**src/rtl/instr_fetch_mem.sv**
```systemverilog
// instr_fetch_mem
//   Pipelined instruction memory sitting between fetch/PC logic and the
//   decoder. It takes valid/ready fetch requests, answers them RD_LAT cycles
//   later through a response queue that absorbs consumer backpressure, drops
//   everything in flight on a flush, and has a program-load write port.
//
//   Ports
//     i_clk / i_rst_n        clock, asynchronous active-low reset
//     i_req_valid/o_req_ready/i_req_addr   fetch request
//     o_rsp_valid/i_rsp_ready/o_rsp_instr/o_rsp_err   fetch response
//     i_flush                discard all in-flight and queued responses
//     i_wr_en/i_wr_addr/i_wr_data          program-load write
//
//   Structure
//     The memory is read at the accept edge. RD_LAT-1 delay stages follow,
//     and the last stage writes straight into the response queue, so a
//     response becomes visible RD_LAT cycles after its request cycle. The
//     delay stages never stall: the credit counter bounds in-flight plus
//     queued entries to the queue depth, so the queue always has room.
module instr_fetch_mem #(
    parameter int                DATA_W    = 16,
    parameter int                ADDR_W    = 8,
    parameter int                DEPTH     = 256,
    parameter int                RD_LAT    = 1,
    parameter logic [DATA_W-1:0] ERR_INSTR = '0
) (
    input  logic              i_clk,
    input  logic              i_rst_n,
    input  logic              i_req_valid,
    output logic              o_req_ready,
    input  logic [ADDR_W-1:0] i_req_addr,
    output logic              o_rsp_valid,
    input  logic              i_rsp_ready,
    output logic [DATA_W-1:0] o_rsp_instr,
    output logic              o_rsp_err,
    input  logic              i_flush,
    input  logic              i_wr_en,
    input  logic [ADDR_W-1:0] i_wr_addr,
    input  logic [DATA_W-1:0] i_wr_data
);

    localparam int CAP = RD_LAT + 1;
    localparam int CW  = $clog2(CAP + 1);
    localparam int PW  = $clog2(CAP);
    localparam int IW  = (DEPTH > 1) ? $clog2(DEPTH) : 1;

    logic [DATA_W-1:0] r_mem [DEPTH];

    logic              w_wr_in;
    logic              w_rd_in;
    logic [DATA_W-1:0] w_rd_data;
    logic              w_rd_err;
    logic              w_acc;
    logic              w_pop;
    logic              w_push;
    logic [DATA_W-1:0] w_push_data;
    logic              w_push_err;

    logic [CW-1:0]     r_cnt;
    logic [CW-1:0]     r_q_cnt;
    logic [PW-1:0]     r_rd_ptr;
    logic [PW-1:0]     r_wr_ptr;
    logic [DATA_W-1:0] r_q_data [CAP];
    logic [CAP-1:0]    r_q_err;

    function automatic logic [PW-1:0] f_inc(input logic [PW-1:0] p);
        return (32'(p) == CAP - 1) ? '0 : p + 1'b1;
    endfunction

    assign w_wr_in = i_wr_en && (32'(i_wr_addr) < DEPTH);
    assign w_rd_in = 32'(i_req_addr) < DEPTH;

    always_ff @(posedge i_clk) begin
        if (w_wr_in) begin
            r_mem[i_wr_addr[IW-1:0]] <= i_wr_data;
        end
    end

    // Write-first: a read of the address being written this edge sees the new data.
    always_comb begin
        w_rd_err  = !w_rd_in;
        w_rd_data = ERR_INSTR;
        if (w_rd_in) begin
            if (w_wr_in && (i_wr_addr == i_req_addr)) begin
                w_rd_data = i_wr_data;
            end else begin
                w_rd_data = r_mem[i_req_addr[IW-1:0]];
            end
        end
    end

    assign o_rsp_valid = (r_q_cnt != '0);
    assign o_rsp_instr = o_rsp_valid ? r_q_data[r_rd_ptr] : '0;
    assign o_rsp_err   = o_rsp_valid && r_q_err[r_rd_ptr];

    assign w_pop = o_rsp_valid && i_rsp_ready;

    // A pop or a flush frees credit in the same cycle, so either lets a
    // request in even when every slot is taken.
    assign o_req_ready = (32'(r_cnt) < CAP) || w_pop || i_flush;
    assign w_acc       = i_req_valid && o_req_ready;

    generate
        if (RD_LAT == 1) begin : g_nodly
            assign w_push      = w_acc;
            assign w_push_data = w_rd_data;
            assign w_push_err  = w_rd_err;
        end else begin : g_dly
            logic [RD_LAT-2:0] r_s_vld;
            logic [RD_LAT-2:0] r_s_err;
            logic [DATA_W-1:0] r_s_data [RD_LAT-1];

            always_ff @(posedge i_clk or negedge i_rst_n) begin
                if (!i_rst_n) begin
                    r_s_vld <= '0;
                    r_s_err <= '0;
                    for (int i = 0; i < RD_LAT - 1; i++) begin
                        r_s_data[i] <= '0;
                    end
                end else begin
                    // The request accepted alongside a flush survives it.
                    r_s_vld[0]  <= w_acc;
                    r_s_data[0] <= w_rd_data;
                    r_s_err[0]  <= w_rd_err;
                    for (int i = 1; i < RD_LAT - 1; i++) begin
                        r_s_vld[i]  <= r_s_vld[i-1] && !i_flush;
                        r_s_data[i] <= r_s_data[i-1];
                        r_s_err[i]  <= r_s_err[i-1];
                    end
                end
            end

            assign w_push      = r_s_vld[RD_LAT-2] && !i_flush;
            assign w_push_data = r_s_data[RD_LAT-2];
            assign w_push_err  = r_s_err[RD_LAT-2];
        end
    endgenerate

    always_ff @(posedge i_clk or negedge i_rst_n) begin
        if (!i_rst_n) begin
            r_cnt    <= '0;
            r_q_cnt  <= '0;
            r_rd_ptr <= '0;
            r_wr_ptr <= '0;
            r_q_err  <= '0;
            for (int i = 0; i < CAP; i++) begin
                r_q_data[i] <= '0;
            end
        end else begin
            if (i_flush) begin
                r_cnt    <= CW'(w_acc);
                r_q_cnt  <= CW'(w_push);
                r_rd_ptr <= r_wr_ptr;
            end else begin
                r_cnt   <= r_cnt + CW'(w_acc) - CW'(w_pop);
                r_q_cnt <= r_q_cnt + CW'(w_push) - CW'(w_pop);
                if (w_pop) begin
                    r_rd_ptr <= f_inc(r_rd_ptr);
                end
            end
            if (w_push) begin
                r_q_data[r_wr_ptr] <= w_push_data;
                r_q_err[r_wr_ptr]  <= w_push_err;
                r_wr_ptr           <= f_inc(r_wr_ptr);
            end
        end
    end

endmodule

```
**config.mk**
```make
export PLATFORM = sky130hd
export DESIGN_NAME = instr_fetch_mem
export DESIGN_NICKNAME = d
export VERILOG_FILES = /design/src/rtl/instr_fetch_mem.sv
export SDC_FILE = /design/constraint.sdc
export NUM_CORES = 2
export LEC_CHECK = 0
export BUFFER_PORTS_ARGS = -buffer_cell sky130_fd_sc_hd__buf_2
export CORE_MARGIN = 2
export CORE_UTILIZATION = 40
export DETAILED_ROUTE_END_ITERATION = 12
export GPL_TIMING_DRIVEN = 0
export MAX_ROUTING_LAYER = met4
export PLACE_DENSITY_LB_ADDON = 0.15
export SYNTH_ARGS = -nofsm -noshare
export SYNTH_HDL_FRONTEND = slang
export SYNTH_SLANG_ARGS = --single-unit
```
**constraint.sdc**
```tcl
create_clock -name i_clk -period 2.7 [get_ports i_clk]
set_clock_uncertainty 0.05 [all_clocks]
set_input_delay 0.135 -clock i_clk [delete_from_list [all_inputs] [get_ports i_clk]]
set_output_delay 0.135 -clock i_clk [all_outputs]
set_load 0.01 [all_outputs]
```
==> summary.log <==
[final_layout] Util after Layout 47.9%
[die] number of top-level design ports 57
[critical_path] delay-heaviest family, CP compound AO/OA/AOI/OAI gates
[synthesis] leading post-synthesis cells by cell area edfxtp_1, mux4_2, mux2i_1
[timing] max-slew violation total from the final report 0
[critical_path] crit path kind flip-flop to flip-flop
[critical_path] crit path cell chain mux4_2, mux2_4, a222oi_1, nor4bb_4, a31oi_4, and4bb_4, a21oi_4, o21ai_1
[die] die area 406,000 um2
[route] number of DRC violations after detailed-routing iteration 0 13.2k
[final_layout] fraction of final layout cells with drive strength greater than 1 28.5%
[pwr] static leakage 61.5 nW
[timing] Final Hold Vio Count 0
[place] half-perimeter wire length after placement 427 mm
[outcome] run status finished with violations
[global_routing] met3 Use GR 7.12%
[critical_path] Worst Path Max Fanout 2
[critical_path] Bufs and invs on worst path 0
[route] total iterations of the first detailed-routing run 6
[job] max_cap viols 0
[clock_tree] clock sink count 4,136
[synthesis] count of distinct cell types in the synthesized netlist 67
[die] Floorplan Core Area 399,000 um2
[worst_hold_path] classification of the worst-slack hold path primary input to flip-flop
[route] total number of vias 88.5k
[timing] final setup vio count 93
[global_routing] maximum number of pins on one net before global-route repair 154
[global_routing] initial antenna violation count 40
[clock_tree] maximum root-to-sink buffer count 4
[critical_path] longest individual stage delay on the worst path 710 ps
[synthesis] dominant cell type by area after synthesis edfxtp_1
[die] initial cell density of the core 40.2%
[timing] final worst setup slack -524 ps
[route] mean number of vias per cell 6.18
[synthesis] async set-or-reset flop fraction in the synthesized netlist 0.967%
[pwr] Pwr per Cell Area 737 nW/um2
[timing] max-slew headroom at the worst pin 2.74%
[final_layout] leading cell type in the layout, fill and taps excluded edfxtp_1
[critical_path] required time at the worst-slack endpoint 3550 ps
[die] Die Span X 638 um
[critical_path] Crit-path slowest cell a222oi_1
[clock_tree] clock insertion delay at the later pin of the skew report 1000 ps
[route] detailed-route DRC error count 0
[final_layout] area added between synthesis and finish 19.3%
[clock_tree] H-tree depth reported by CTS 5
[synthesis] number of register bits inferred by synthesis 4,136
[route] Total Wirelength 617 mm
[synthesis] Seq/Total Area, Yosys 77.2%
[final_layout] final std cell area, no fill 191,000 um2
[global_routing] grt total ovfl 0
[pwr] worst IR drop on VDD 0.602 mV
[place] number of buffers inserted by port buffering 48
[timing] peak clock frequency supported by timing 310 MHz
[route] routed wirelength normalized by instance count 43.1 um
[die] placement row count 232
[synthesis] cell count after synthesis 7,820
[timing] final worst path period share 119%
[global_routing] GRT met2 Usage 46.2%
[global_routing] busiest layer in global routing met2
[die] Die Ht 638 um
[synthesis] netlist area before placement 161,000 um2
[timing] Tmin final 3220 ps
[critical_path] Worst setup SP type flip-flop
[clock_tree] TritonCTS clock tree yes
[outcome] violated checks setup timing
[global_routing] number of global-route vias before repair 85.3k
[timing] slew at the pin with the worst max-slew slack 1450 ps
[synthesis] net count after synthesis 7,862
[clock_tree] clock-pin slew of the registers on the worst-case setup and hold paths 60 ps
[route] Detail Route Antenna Nets 0
[synthesis] Most used DFF post-synth edfxtp_1
[synthesis] Yosys Warn Count 0
[clock_tree] clock buffer count from CTS 435
[synthesis] Yosys top cell area share 76.6%
[place] area post-placement 173,000 um2
[final_layout] layout net count 8,703
[global_routing] All-Layer GR Usage 30.9%
[synthesis] synthesized area per cell 20.5 um2
[critical_path] endpoint kind of the worst setup timing path flip-flop
[global_routing] met1 demand-to-capacity share in global routing 39.9%
[timing] setup repair after global routing missed its margin yes
[place] routability-driven placement congestion ratio 1.01
[clock_tree] root buf cell clkbuf_16
[critical_path] WP data arrival 4070 ps
[final_layout] most used cells in the layout excluding fill and tap cells edfxtp_1, mux2i_1, mux4_2, clkbuf_16, a22oi_1
[global_routing] first-pass GRT wire length 806 mm
[synthesis] number of enable-type register cells in the synthesized netlist 4,096
==> metrics by stage <==
step	worst slack [ps]	power [mW]	cells	hold slack, ps	setup TNS (ps)
2_1_floorplan	313	76.6	7820	-211	0
3_3_place_gp	-5280	82.1	13100	276	-
3_5_place_dp	-3570	82.3	13400	298	-2544260
4_1_cts	-424	141	14300	2.58	-6630
5_1_grt	-443	144	14300	53.1	-5860
6_report	-524	141	14300	75.2	-9400
==> cell usage after synthesis (all sizes together), types with 16 or more instances <==
cell,number
a221oi,16
o21ai,38
nor3,26
a31oi,48
buf,302
o211ai,24
nand2,190
o22ai,36
and3,36
clkbuf,159
nor2,338
mux4,696
nand4,47
a21oi,85
dfrtp,40
a22oi,359
mux2,40
nor2b,76
nand3,170
a211oi,36
a22o,34
edfxtp,4096
mux2i,781
nor4,31
==> layout make-up <==
type	instances	area, um2
Multi-Input combinational cell	3212	36700
Timing Repair Buffer	409	6190
Clock inverter	267	2420
Tap cell	5265	6590
Antenna cell	17	42.5
Buffer	456	4040
Inverter	11	45.0
Fill cell	32900	208000
Clock buffer	536	11500
Sequential cell	4136	124000
==> layer usage <==
metal / wire (um) / up-vias
met5: 0 / -
met1: 235000 / 47700
met3: 65000 / 1184
met2: 279000 / 5328
met4: 38200 / 0
li1: - / 34200
==> final timing paths <==
check / from / end / slack [ps] / cells after the start
worst min-delay path: i_wr_data[9] / r_mem[6][9] / 80 / 2
worst min register to register: r_q_data[19] / r_q_data[19] / 440 / 2
worst max register to register: r_mem[36][14] / r_q_data[30] / -520 / 8
max in group asynchronous: i_rst_n / r_rd_ptr / 2170 / 4
min in group asynchronous: i_rst_n / r_q_data[8] / 100 / 4
worst max-delay path: r_mem[36][14] / r_q_data[30] / -520 / 8
==> state kept, by name, indices dropped and copies added (netlist names) <==
signal and flops:
r_cnt 2, r_q_err 2, r_q_cnt 2, r_mem 4096, r_wr_ptr 1, r_q_data 32, r_rd_ptr 1
==> kinds of logic after synthesis <==
| kind of cell | count (synthesis) | synth area share [%] |
|---|---|---|
| AO/OA/AOI/OAI | 715 | 3.17 |
| XOR/XNOR | 13 | 0.0709 |
| adder cells (fa/ha/maj) | 4 | 0.0312 |
| buffers and inverters | 472 | 1.74 |
| flip-flops | 4136 | 77.2 |
| multiplexers | 1517 | 14.9 |
| AND/OR/NAND/NOR | 963 | 2.84 |
==> power breakdown <==
part	internal [mW]	total (mW)	switching, mW
Clock	33.2	59.0	25.8
Sequential	71.0	71.2	0.239
Combinational	3.39	10.9	7.51
Total	108	141	33.5
==> timing repair <==
action / in CTS / in global routing
endpoints found under the setup margin: 286 / 313
resized for setup: 614 / 208
hold buffers: 37 / 0
buffers inserted: 45 / 29
gates cloned: 0 / 0
hold endpoints to repair: 2925 / 0
pin swaps: 84 / 70
Power figures use the tool's default switching activity.
